===== config.mk =====
export PLATFORM = sky130hd
export DESIGN_NAME = regfile_wb_arbiter_flat
export DESIGN_NICKNAME = d
export VERILOG_FILES = /design/src/rtl/regfile_wb_arbiter_pkg.sv /design/src/rtl/regfile_wb_arbiter_if.sv /design/src/rtl/regfile_wb_arbiter_scoreboard.sv /design/src/rtl/regfile_wb_arbiter.sv /design/src/flat_wrapper.sv
export SDC_FILE = /design/constraint.sdc
export NUM_CORES = 1
export LEC_CHECK = 0
export ABC_AREA = 1
export BUFFER_PORTS_ARGS = -buffer_cell sky130_fd_sc_hd__buf_4
export CAP_MARGIN = 20
export CORE_ASPECT_RATIO = 1.1
export CORE_UTILIZATION = 45
export CTS_CLUSTER_DIAMETER = 80
export DETAILED_ROUTE_END_ITERATION = 10
export MAX_ROUTING_LAYER = met4
export PLACE_DENSITY = 0.77
export SETUP_SLACK_MARGIN = 0.5
export SLEW_MARGIN = 20
export SYNTH_ARGS = -nofsm -noshare
export SYNTH_HDL_FRONTEND = slang
export SYNTH_SLANG_ARGS = --single-unit

===== constraint.sdc =====
create_clock -name clk -period 1.23 [get_ports clk]
set_clock_uncertainty 0.05 [all_clocks]
set_input_delay 0.1845 -clock clk [delete_from_list [all_inputs] [get_ports clk]]
set_output_delay 0.1845 -clock clk [all_outputs]
set_load 0.02 [all_outputs]

===== src/rtl/regfile_wb_arbiter_pkg.sv =====
// Shared types and constants for the register-file writeback arbiter slice.
package regfile_wb_arbiter_pkg;

    localparam int DATA_W_DEF = 32;
    localparam int ADDR_W_DEF = 5;

    typedef enum logic [1:0] {
        SZ_WORD     = 2'b00,
        SZ_BYTE     = 2'b01,
        SZ_HALF     = 2'b10,
        SZ_WORD_ALT = 2'b11
    } m_size_e;

    typedef enum logic {
        PORT_A = 1'b0,
        PORT_M = 1'b1
    } port_e;

    localparam logic [3:0] MASK_WORD = 4'b1111;
    localparam logic [3:0] MASK_BYTE = 4'b0001;
    localparam logic [3:0] MASK_HALF = 4'b0011;

endpackage


===== src/rtl/regfile_wb_arbiter_if.sv =====
// Writeback requesters, regfile write port and decode scoreboard signals.
interface regfile_wb_arbiter_if
    import regfile_wb_arbiter_pkg::*;
#(
    parameter int DATA_W = DATA_W_DEF,
    parameter int ADDR_W = ADDR_W_DEF
);
    logic              a_valid;
    logic              a_ready;
    logic [ADDR_W-1:0] a_addr;
    logic [DATA_W-1:0] a_data;

    logic              m_valid;
    logic              m_ready;
    logic [ADDR_W-1:0] m_addr;
    logic [DATA_W-1:0] m_data;
    logic [1:0]        m_size;

    logic                  wr_hold;
    logic                  wr_en;
    logic [ADDR_W-1:0]     wr_addr;
    logic [DATA_W-1:0]     wr_data;
    logic [DATA_W/8-1:0]   wr_mask;

    logic              sb_set;
    logic [ADDR_W-1:0] sb_addr;
    logic [ADDR_W-1:0] rs;
    logic [ADDR_W-1:0] rt;
    logic              rs_busy;
    logic              rt_busy;

    modport slave (
        input  a_valid, a_addr, a_data,
        output a_ready,
        input  m_valid, m_addr, m_data, m_size,
        output m_ready,
        input  wr_hold,
        output wr_en, wr_addr, wr_data, wr_mask,
        input  sb_set, sb_addr, rs, rt,
        output rs_busy, rt_busy
    );

    modport master (
        output a_valid, a_addr, a_data,
        input  a_ready,
        output m_valid, m_addr, m_data, m_size,
        input  m_ready,
        output wr_hold,
        input  wr_en, wr_addr, wr_data, wr_mask,
        output sb_set, sb_addr, rs, rt,
        input  rs_busy, rt_busy
    );

endinterface


===== src/rtl/regfile_wb_arbiter_scoreboard.sv =====
// Pending-write scoreboard: one bit per register, set at issue, cleared at writeback.
module wb_scoreboard
    import regfile_wb_arbiter_pkg::*;
#(
    parameter int ADDR_W = ADDR_W_DEF
) (
    input  logic              clk,
    input  logic              rst_n,
    input  logic              sb_set,
    input  logic [ADDR_W-1:0] sb_addr,
    input  logic              clr_en,
    input  logic [ADDR_W-1:0] clr_addr,
    input  logic [ADDR_W-1:0] rs,
    input  logic [ADDR_W-1:0] rt,
    output logic              rs_busy,
    output logic              rt_busy
);
    localparam int NREG = 1 << ADDR_W;

    logic [NREG-1:0] pending;
    logic [NREG-1:0] pending_next;

    // Set is applied after clear so a newer producer keeps the register busy.
    always_comb begin
        pending_next = pending;
        if (clr_en) begin
            pending_next[clr_addr] = 1'b0;
        end
        if (sb_set && (sb_addr != '0)) begin
            pending_next[sb_addr] = 1'b1;
        end
    end

    always_ff @(posedge clk or negedge rst_n) begin
        if (!rst_n) begin
            pending <= '0;
        end else begin
            pending <= pending_next;
        end
    end

    assign rs_busy = pending[rs];
    assign rt_busy = pending[rt];

endmodule


===== src/rtl/regfile_wb_arbiter.sv =====
// Round-robin arbiter sharing the regfile write port between ALU and load writeback.
module regfile_wb_arbiter
    import regfile_wb_arbiter_pkg::*;
#(
    parameter int DATA_W = DATA_W_DEF,
    parameter int ADDR_W = ADDR_W_DEF
) (
    input  logic                 clk,
    input  logic                 rst_n,
    regfile_wb_arbiter_if.slave  bus
);
    localparam int MASK_W = DATA_W / 8;

    port_e rr_last;
    port_e rr_next;
    logic  grant_a;
    logic  grant_m;

    logic              vld_p0;
    logic              xfer_p0;
    logic [ADDR_W-1:0] addr_p0;
    logic [DATA_W-1:0] data_p0;
    logic [MASK_W-1:0] mask_p0;

    logic              vld_p1;
    logic [ADDR_W-1:0] addr_p1;
    logic [DATA_W-1:0] data_p1;
    logic [MASK_W-1:0] mask_p1;

    always_ff @(posedge clk or negedge rst_n) begin
        if (!rst_n) begin
            rr_last <= PORT_M;
        end else begin
            rr_last <= rr_next;
        end
    end

    always_comb begin
        rr_next = rr_last;
        if (grant_a) begin
            rr_next = PORT_A;
        end else if (grant_m) begin
            rr_next = PORT_M;
        end
    end

    // On contention the port granted last yields.
    always_comb begin
        grant_a = 1'b0;
        grant_m = 1'b0;
        if (!bus.wr_hold) begin
            grant_a = bus.a_valid && (!bus.m_valid || (rr_last == PORT_M));
            grant_m = bus.m_valid && (!bus.a_valid || (rr_last == PORT_A));
        end
    end

    assign bus.a_ready = grant_a;
    assign bus.m_ready = grant_m;

    // ---- stage p0: select the granted request and decode its byte mask
    always_comb begin
        addr_p0 = bus.a_addr;
        data_p0 = bus.a_data;
        mask_p0 = '1;
        if (grant_m) begin
            addr_p0 = bus.m_addr;
            data_p0 = bus.m_data;
            case (m_size_e'(bus.m_size))
                SZ_BYTE: mask_p0 = MASK_W'(MASK_BYTE);
                SZ_HALF: mask_p0 = MASK_W'(MASK_HALF);
                default: mask_p0 = '1;
            endcase
        end
    end

    assign xfer_p0 = grant_a || grant_m;
    assign vld_p0  = xfer_p0 && (addr_p0 != '0);

    // ---- stage p1: registered regfile write port
    always_ff @(posedge clk or negedge rst_n) begin
        if (!rst_n) begin
            vld_p1  <= 1'b0;
            addr_p1 <= '0;
            data_p1 <= '0;
            mask_p1 <= '0;
        end else begin
            vld_p1 <= vld_p0;
            if (xfer_p0) begin
                addr_p1 <= addr_p0;
                data_p1 <= data_p0;
                mask_p1 <= mask_p0;
            end
        end
    end

    assign bus.wr_en   = vld_p1;
    assign bus.wr_addr = addr_p1;
    assign bus.wr_data = data_p1;
    assign bus.wr_mask = mask_p1;

    wb_scoreboard #(
        .ADDR_W (ADDR_W)
    ) u_scoreboard (
        .clk      (clk),
        .rst_n    (rst_n),
        .sb_set   (bus.sb_set),
        .sb_addr  (bus.sb_addr),
        .clr_en   (vld_p1),
        .clr_addr (addr_p1),
        .rs       (bus.rs),
        .rt       (bus.rt),
        .rs_busy  (bus.rs_busy),
        .rt_busy  (bus.rt_busy)
    );

endmodule

===== src/flat_wrapper.sv =====
// flat-port wrapper written by rule: the top's interface ports become plain ports
module regfile_wb_arbiter_flat import regfile_wb_arbiter_pkg::*;
#(
    parameter int DATA_W = DATA_W_DEF,
    parameter int ADDR_W = ADDR_W_DEF
)
  (clk, rst_n, bus_a_valid, bus_a_addr, bus_a_data, bus_a_ready, bus_m_valid, bus_m_addr, bus_m_data, bus_m_size, bus_m_ready, bus_wr_hold, bus_wr_en, bus_wr_addr, bus_wr_data, bus_wr_mask, bus_sb_set, bus_sb_addr, bus_rs, bus_rt, bus_rs_busy, bus_rt_busy);
  regfile_wb_arbiter_if #(.DATA_W(DATA_W), .ADDR_W(ADDR_W)) bus_i ();
  input  logic clk;
  input  logic rst_n;
  input wire logic [$bits(bus_i.a_valid)-1:0] bus_a_valid;
  input wire logic [$bits(bus_i.a_addr)-1:0] bus_a_addr;
  input wire logic [$bits(bus_i.a_data)-1:0] bus_a_data;
  output wire logic [$bits(bus_i.a_ready)-1:0] bus_a_ready;
  input wire logic [$bits(bus_i.m_valid)-1:0] bus_m_valid;
  input wire logic [$bits(bus_i.m_addr)-1:0] bus_m_addr;
  input wire logic [$bits(bus_i.m_data)-1:0] bus_m_data;
  input wire logic [$bits(bus_i.m_size)-1:0] bus_m_size;
  output wire logic [$bits(bus_i.m_ready)-1:0] bus_m_ready;
  input wire logic [$bits(bus_i.wr_hold)-1:0] bus_wr_hold;
  output wire logic [$bits(bus_i.wr_en)-1:0] bus_wr_en;
  output wire logic [$bits(bus_i.wr_addr)-1:0] bus_wr_addr;
  output wire logic [$bits(bus_i.wr_data)-1:0] bus_wr_data;
  output wire logic [$bits(bus_i.wr_mask)-1:0] bus_wr_mask;
  input wire logic [$bits(bus_i.sb_set)-1:0] bus_sb_set;
  input wire logic [$bits(bus_i.sb_addr)-1:0] bus_sb_addr;
  input wire logic [$bits(bus_i.rs)-1:0] bus_rs;
  input wire logic [$bits(bus_i.rt)-1:0] bus_rt;
  output wire logic [$bits(bus_i.rs_busy)-1:0] bus_rs_busy;
  output wire logic [$bits(bus_i.rt_busy)-1:0] bus_rt_busy;
  assign bus_i.a_valid = bus_a_valid;
  assign bus_i.a_addr = bus_a_addr;
  assign bus_i.a_data = bus_a_data;
  assign bus_a_ready = bus_i.a_ready;
  assign bus_i.m_valid = bus_m_valid;
  assign bus_i.m_addr = bus_m_addr;
  assign bus_i.m_data = bus_m_data;
  assign bus_i.m_size = bus_m_size;
  assign bus_m_ready = bus_i.m_ready;
  assign bus_i.wr_hold = bus_wr_hold;
  assign bus_wr_en = bus_i.wr_en;
  assign bus_wr_addr = bus_i.wr_addr;
  assign bus_wr_data = bus_i.wr_data;
  assign bus_wr_mask = bus_i.wr_mask;
  assign bus_i.sb_set = bus_sb_set;
  assign bus_i.sb_addr = bus_sb_addr;
  assign bus_i.rs = bus_rs;
  assign bus_i.rt = bus_rt;
  assign bus_rs_busy = bus_i.rs_busy;
  assign bus_rt_busy = bus_i.rt_busy;
  regfile_wb_arbiter #(.DATA_W(DATA_W), .ADDR_W(ADDR_W)) u_core (.clk(clk), .rst_n(rst_n), .bus(bus_i));
endmodule

# Word level (Yosys, flattened, before mapping)
# Index checks and enable logic that the tools add are counted.
[totals]
mem_count = 0
register_bits = 75
latch_bits = 0
ram_bits = 0
wordCells = 50
rom_bits = 0
[classes]
addsub = 0
mul = 0
order_cmp = 6
eq_ne = 2
bitwise = 4
shift = 0
div = 0
mux = 18
reduce_logical = 14
[op_table]
columns = ["cell", "n"]
rows = [
  ["two-way mux 32 bit", 3],
  ["AND 32 bit", 1],
  ["NOT 32 bit", 1],
  ["bitwise OR 32 bit", 1],
  ["< comparator 5 x 6 -> 1 bit (second input constant)", 4],
  ["binary-select mux 1 bit (select 5 bit)", 2],
  ["demux 1 bit (select 5 bit)", 2],
  ["greater-or-equal comparator 5 x 1 -> 1 bit (second input constant)", 2],
  ["nonzero test 5 bit", 2],
  ["two-way mux 1 bit", 8],
  ["one-hot mux 4 bit (2 select lines)", 1],
  ["logical AND 1 bit", 6],
  ["two-way mux 5 bit", 1],
  ["two-way mux 4 bit", 1],
  ["logical OR 1 bit", 3],
  ["== test 2 x 1 -> 1 bit (second input constant)", 1],
  ["== test 2 bit (second input constant)", 1],
  ["zero test 1 bit", 2],
  ["nonzero test 2 bit", 1],
  ["NOT 1 bit", 1],
]

# Longest topological paths before layout
[depth]
depth_word = 9
mapped_depth = 11
depth_no_buf = 9

# Cells and area by module
# Synthesis repeated with hierarchy kept, for this count alone.
[unflattened]
hier_cells = 527
hier_area_um2 = 3975.1
[by_module_without_submodules]
columns = ["module", "cells_per_inst", "instances", "seq_area_each_um2", "area_per_inst_um2"]
rows = [
  ["regfile_wb_arbiter", 241, 1, 1052.3, 1991.9],
  ["wb_scoreboard", 286, 1, 800.8, 1983.2],
]

# Worst setup path after synthesis
# Ideal clock, no wire load.
[synth_path]
path_type = "reg2reg"
startpoint = "reg u_core.rr_last"
endpoint = "reg u_core.vld_p1, in the netlist u_core.bus.wr_en"
path_stages_with_launch = 9
path_slack_ns = -0.090
required_ns = 1.059
arrival_time_ns = 1.149
setup_time_ns = 0.121
cell_sequence = "dfstp_2 nand2_1 nand2_2 buf_6 nand2_1 o21ai_1 nand3_1 nor2_1 nor2_1"
[synth_between]
elab_chain_len = 7
elab_cells_between_ends = 11
cone_classes = "mux (3); bitwise (1); reduce/logical (7)"
[synth_lines]
columns = ["item", "line_no", "text"]
rows = [
  ["from (decl)", "regfile_wb_arbiter.sv:14", "port_e rr_last;"],
  ["from (signal assigned)", "regfile_wb_arbiter.sv:34", "rr_last <= rr_next;"],
  ["NOT 1 bit", "regfile_wb_arbiter.sv:53", "grant_m = bus.m_valid && (!bus.a_valid || (rr_last == PORT_A));"],
  ["logical OR 1 bit", "regfile_wb_arbiter.sv:53", ""],
  ["logical AND 1 bit", "regfile_wb_arbiter.sv:53", ""],
  ["two-way mux 1 bit", "regfile_wb_arbiter.sv:51", "if (!bus.wr_hold) begin"],
  ["two-way mux 5 bit", "regfile_wb_arbiter.sv:65", "if (grant_m) begin"],
  ["nonzero test 5 bit", "regfile_wb_arbiter.sv:77", "assign vld_p0 = xfer_p0 && (addr_p0 != '0);"],
  ["logical AND 1 bit (*)", "regfile_wb_arbiter.sv:77", ""],
  ["named net u_core.vld_p0", "regfile_wb_arbiter.sv:19", "logic vld_p0;"],
  ["to (signal assigned)", "regfile_wb_arbiter.sv:87", "vld_p1 <= vld_p0;"],
  ["to (decl)", "regfile_wb_arbiter.sv:25", "logic vld_p1;"],
]
# Mark *: on every way through the listed nets, which the timed path passes. The rest lies on a longest branch.
# A chain may end at the register's enable or synchronous reset.

# Worst setup path in the final report
[layout_path]
startpoint = "reg u_core.rr_last"
endpoint = "reg u_core.data_p1[9], in the netlist u_core.bus.wr_data[9]"
[layout_between]
elab_chain_len = 5
elab_cells_between_ends = 9
cone_classes = "mux (3); bitwise (1); reduce/logical (5)"
[layout_lines]
columns = ["item", "line_no", "text"]
rows = [
  ["NOT 1 bit", "regfile_wb_arbiter.sv:53", ""],
  ["logical OR 1 bit", "regfile_wb_arbiter.sv:53", ""],
  ["logical AND 1 bit", "regfile_wb_arbiter.sv:53", ""],
  ["two-way mux 1 bit", "regfile_wb_arbiter.sv:51", ""],
  ["two-way mux 32 bit / logical OR 1 bit (equally long branches)", "regfile_wb_arbiter.sv:65, regfile_wb_arbiter.sv:76", ""],
  ["to (signal assigned)", "regfile_wb_arbiter.sv:90", "data_p1 <= data_p0;"],
  ["to (decl)", "regfile_wb_arbiter.sv:27", "logic [DATA_W-1:0] data_p1;"],
]
# Parallel ways exist; a longest one is shown, timed or not.

==> impl_metrics.py <==
metrics = {
    "sta": {
        "finalHoldWorstSlack_ns": -0.369,
        "final-max-slew-violation-count": 0,
        "post-route-min-period_ns": 1.90,
        "hold_violations": 74,
        "max_clock_freq_mhz": 526,
        "rsz0062_at_grt": "yes",
        "setup-tns-final_ns": -19.99,
        "slew-limit-headroom_pct": 67.3,
        "tightestPinTransition_ns": 0.490,
        "setup-violations-final": 77,
        "layout_setup_ws_ns": -0.671,
        "fin_crit_sh_pct": 155,
    },
    "floorplanning": {
        "die_w_um": 90.8,
        "num_rows": 35,
        "die_y_um": 99.6,
        "die_area_sq_um": 9040,
        "start_util_pct": 46.4,
        "pin_count": 143,
        "coreArea_sq_um": 8410,
    },
    "grt": {
        "met1_usage_pct": 39.3,
        "met3_usage_pct": 7.57,
        "antenna_found_initial": 0,
        "grt_usage_pct": 38.1,
        "grt_busiest_layer": "met2",
        "grt_pass1_wl_um": 25500,
        "grt_pass1_vias": 5053,
        "overflow": 0,
        "grt_util_met2_pct": 66.2,
        "grt_max_degree": 37,
    },
    "routing": {
        "routed_via_density": 6.49,
        "num_vias": 5554,
        "first_iter_violations": 613,
        "drt-pass1-iter-count": 6,
        "drtAntennaViolNets": 0,
        "wl_per_cell_um": 25.0,
        "remaining_drc_errors": 0,
        "wl_um": 21400,
    },
    "clocking": {
        "clk_latency_ns": 0.38,
        "cts_max_level": 3,
        "path_clk_slew_ns": 0.10,
        "clock-sinks": 74,
        "cts-root-buf": "clkbuf_8",
        "cts-buffers-inserted": 9,
        "clock_path_buffers": 2,
        "cts_tree": "yes",
    },
    "setup_path": {
        "path_buf_inv": 5,
        "crit_chain": "buf_6 > buf_6 > nor2_4 > nor2_4 > buf_6 > buf_12 > buf_16 > a21oi_1 > o21ai_2",
        "cp-end-kind": "flip-flop",
        "cp_slowest_cell": "dfstp_2",
        "worstSetupStartpointType": "flip-flop",
        "critPathMaxStageDelay_ns": 0.56,
        "cp_max_fo": 6,
        "crit_family": "buffers and inverters",
        "worstPathRequired_ns": 1.44,
        "worstPathArrival_ns": 2.11,
        "crit_top_cell": "buf_6",
        "crit_type": "reg -> reg",
    },
    "synth": {
        "synth_top_area_share_pct": 46.9,
        "avgSynthCellArea_sq_um": 7.50,
        "synth_seq_cells": 74,
        "yosysTopAreaCell": "dfrtp_1",
        "synth_nets": 618,
        "ys_seq_area_share_pct": 47.5,
        "yosysWarnings": 0,
        "synth_cells": 520,
        "ys_top_cells_by_area": "dfrtp_1 47%, nand2_1 13%, nand3_1 9.0%",
        "synthesis.area_sq_um": 3900,
        "ys_types": 24,
    },
    "pwr": {
        "p_leak_nw": 3.27,
        "powerDensity_nw_per_um2": 1500,
        "p_total_w": 0.0105,
        "ir_worst_vdd_v": 0.00122,
    },
    "job": {
        "max_cap_viol_count": 0,
    },
    "status": {
        "violations": "negative hold slack, negative setup slack",
        "status": "finished, violations left",
    },
    "cells_and_area": {
        "final_layout_size_suffix_gt1_share_pct": 49.9,
        "final.fill_count": 403,
        "final_common_cell": "buf_4",
        "diodes": 0,
        "fin_cells": 856,
        "area_delta_synth_final_pct": 79.8,
        "fin_nets": 839,
        "finalInstanceArea_sq_um": 7010,
        "final_cell_mix": "140 x buf_4, 127 x nand2_1, 72 x buf_6",
        "final_core_util_pct": 83.4,
    },
    "min_path": {
        "hold_path.class": "in -> async",
    },
    "place": {
        "numPortBuffers": 142,
        "gp_congestion": 1.01,
        "dp_hpwl_um": 9130,
        "place_area_sq_um": 5350,
        "dp.cells": 780,
    },
}
[final cells by class]
type                            instances  area, sq um  area share (%)
Sequential cell                        74         1860            26.6
Timing Repair Buffer                  233         2290            32.7
Clock buffer                           10          128            1.82
Clock inverter                          5         80.1            1.14
Inverter                               31          159            2.27
Tap cell                              111          139            1.98
Multi-Input combinational cell        392         2350            33.5
[registers in the layout, indices dropped and copies added (netlist names)]
register and count:
u_core.bus.wr_data 32, u_core.bus.wr_mask 3, u_core.rr_last 1, u_core.bus.wr_en 1, u_core.u_scoreboard.pending 32, u_core.bus.wr_addr 5
[worst register-to-register path, stage by stage (launching register included)]
cell and delay (ns):
dfstp_2 0.56, buf_6 0.10, buf_6 0.10, nor2_4 0.05, nor2_4 0.12, buf_6 0.17, buf_12 0.12, buf_16 0.12
a21oi_1 0.11, o21ai_2 0.31
[metrics by stage]
stage | worst slack (ns) | hold WS (ns)
global route | -0.722 | -0.361
global placement | -0.137 | 0.0355
floorplan | -0.0595 | -0.161
finish | -0.671 | -0.369
detailed placement | -0.183 | 0.0340
CTS | -0.442 | -0.345
[cells in the mapped netlist, drive strengths merged]
cell type / number
nor2: 39
dfrtp: 73
o21ai: 106
ha: 1
inv: 31
a21oi: 33
nand2: 137
or2: 3
o21a: 1
dfstp: 1
buf: 23
o22ai: 1
nor3: 1
nand3: 70
[cell families (layout without fill, tap and decap cells)]
kind of cell    Yosys count  after routing  synth area share [%]
simple gates            250            250                  26.9
compound gates          141            141                  18.3
flops                    74             74                  47.5
buf+inv                  54            279                  6.93
fa+ha+maj                 1              1                 0.321
[layer usage]
layer	up-vias	routed length [um]
met3	225	2660
met5	-	0
li1	2185	-
met2	589	10000
met4	0	2080
met1	2555	6660
[repair_timing]
action | 4_1_cts | 5_1_grt
endpoints found under the hold margin | 74 | 74
pin swaps | 43 | 58
setup endpoints to repair | 120 | 120
resized for setup | 201 | 81
buffers inserted | 27 | 29
gates cloned | 4 | 1
[report_power, final]
group          total [W]  internal (W)  switching [W]
Sequential       0.00393       0.00311       0.000823
Combinational    0.00434       0.00205        0.00230
Clock            0.00221       0.00113        0.00108
[path summary, 6_finish.rpt]
| kind | end | cells past startpoint | slack [ns] | startpoint |
|---|---|---|---|---|
| hold / removal | u_core.u_scoreboard.pending[24]$_DFF_PN0_ | 1 | -0.37 | rst_n |
| hold reg to reg | u_core.bus.wr_mask[0]$_DFFE_PN0P_ | 1 | 0.46 | u_core.bus.wr_mask[0]$_DFFE_PN0P_ |
| setup / recovery | u_core.bus.wr_data[9]$_DFFE_PN0P_ | 9 | -0.67 | u_core.rr_last$_DFFE_PN1P_ |
| setup reg to reg | u_core.bus.wr_data[9]$_DFFE_PN0P_ | 9 | -0.67 | u_core.rr_last$_DFFE_PN1P_ |
| max in group asynchronous | u_core.bus.wr_data[17]$_DFFE_PN0P_ | 2 | 1.02 | rst_n |
| min in group clk | u_core.bus.wr_data[14]$_DFFE_PN0P_ | 3 | 0.03 | bus_a_data[14] |
Power figures use the tool's default switching activity.
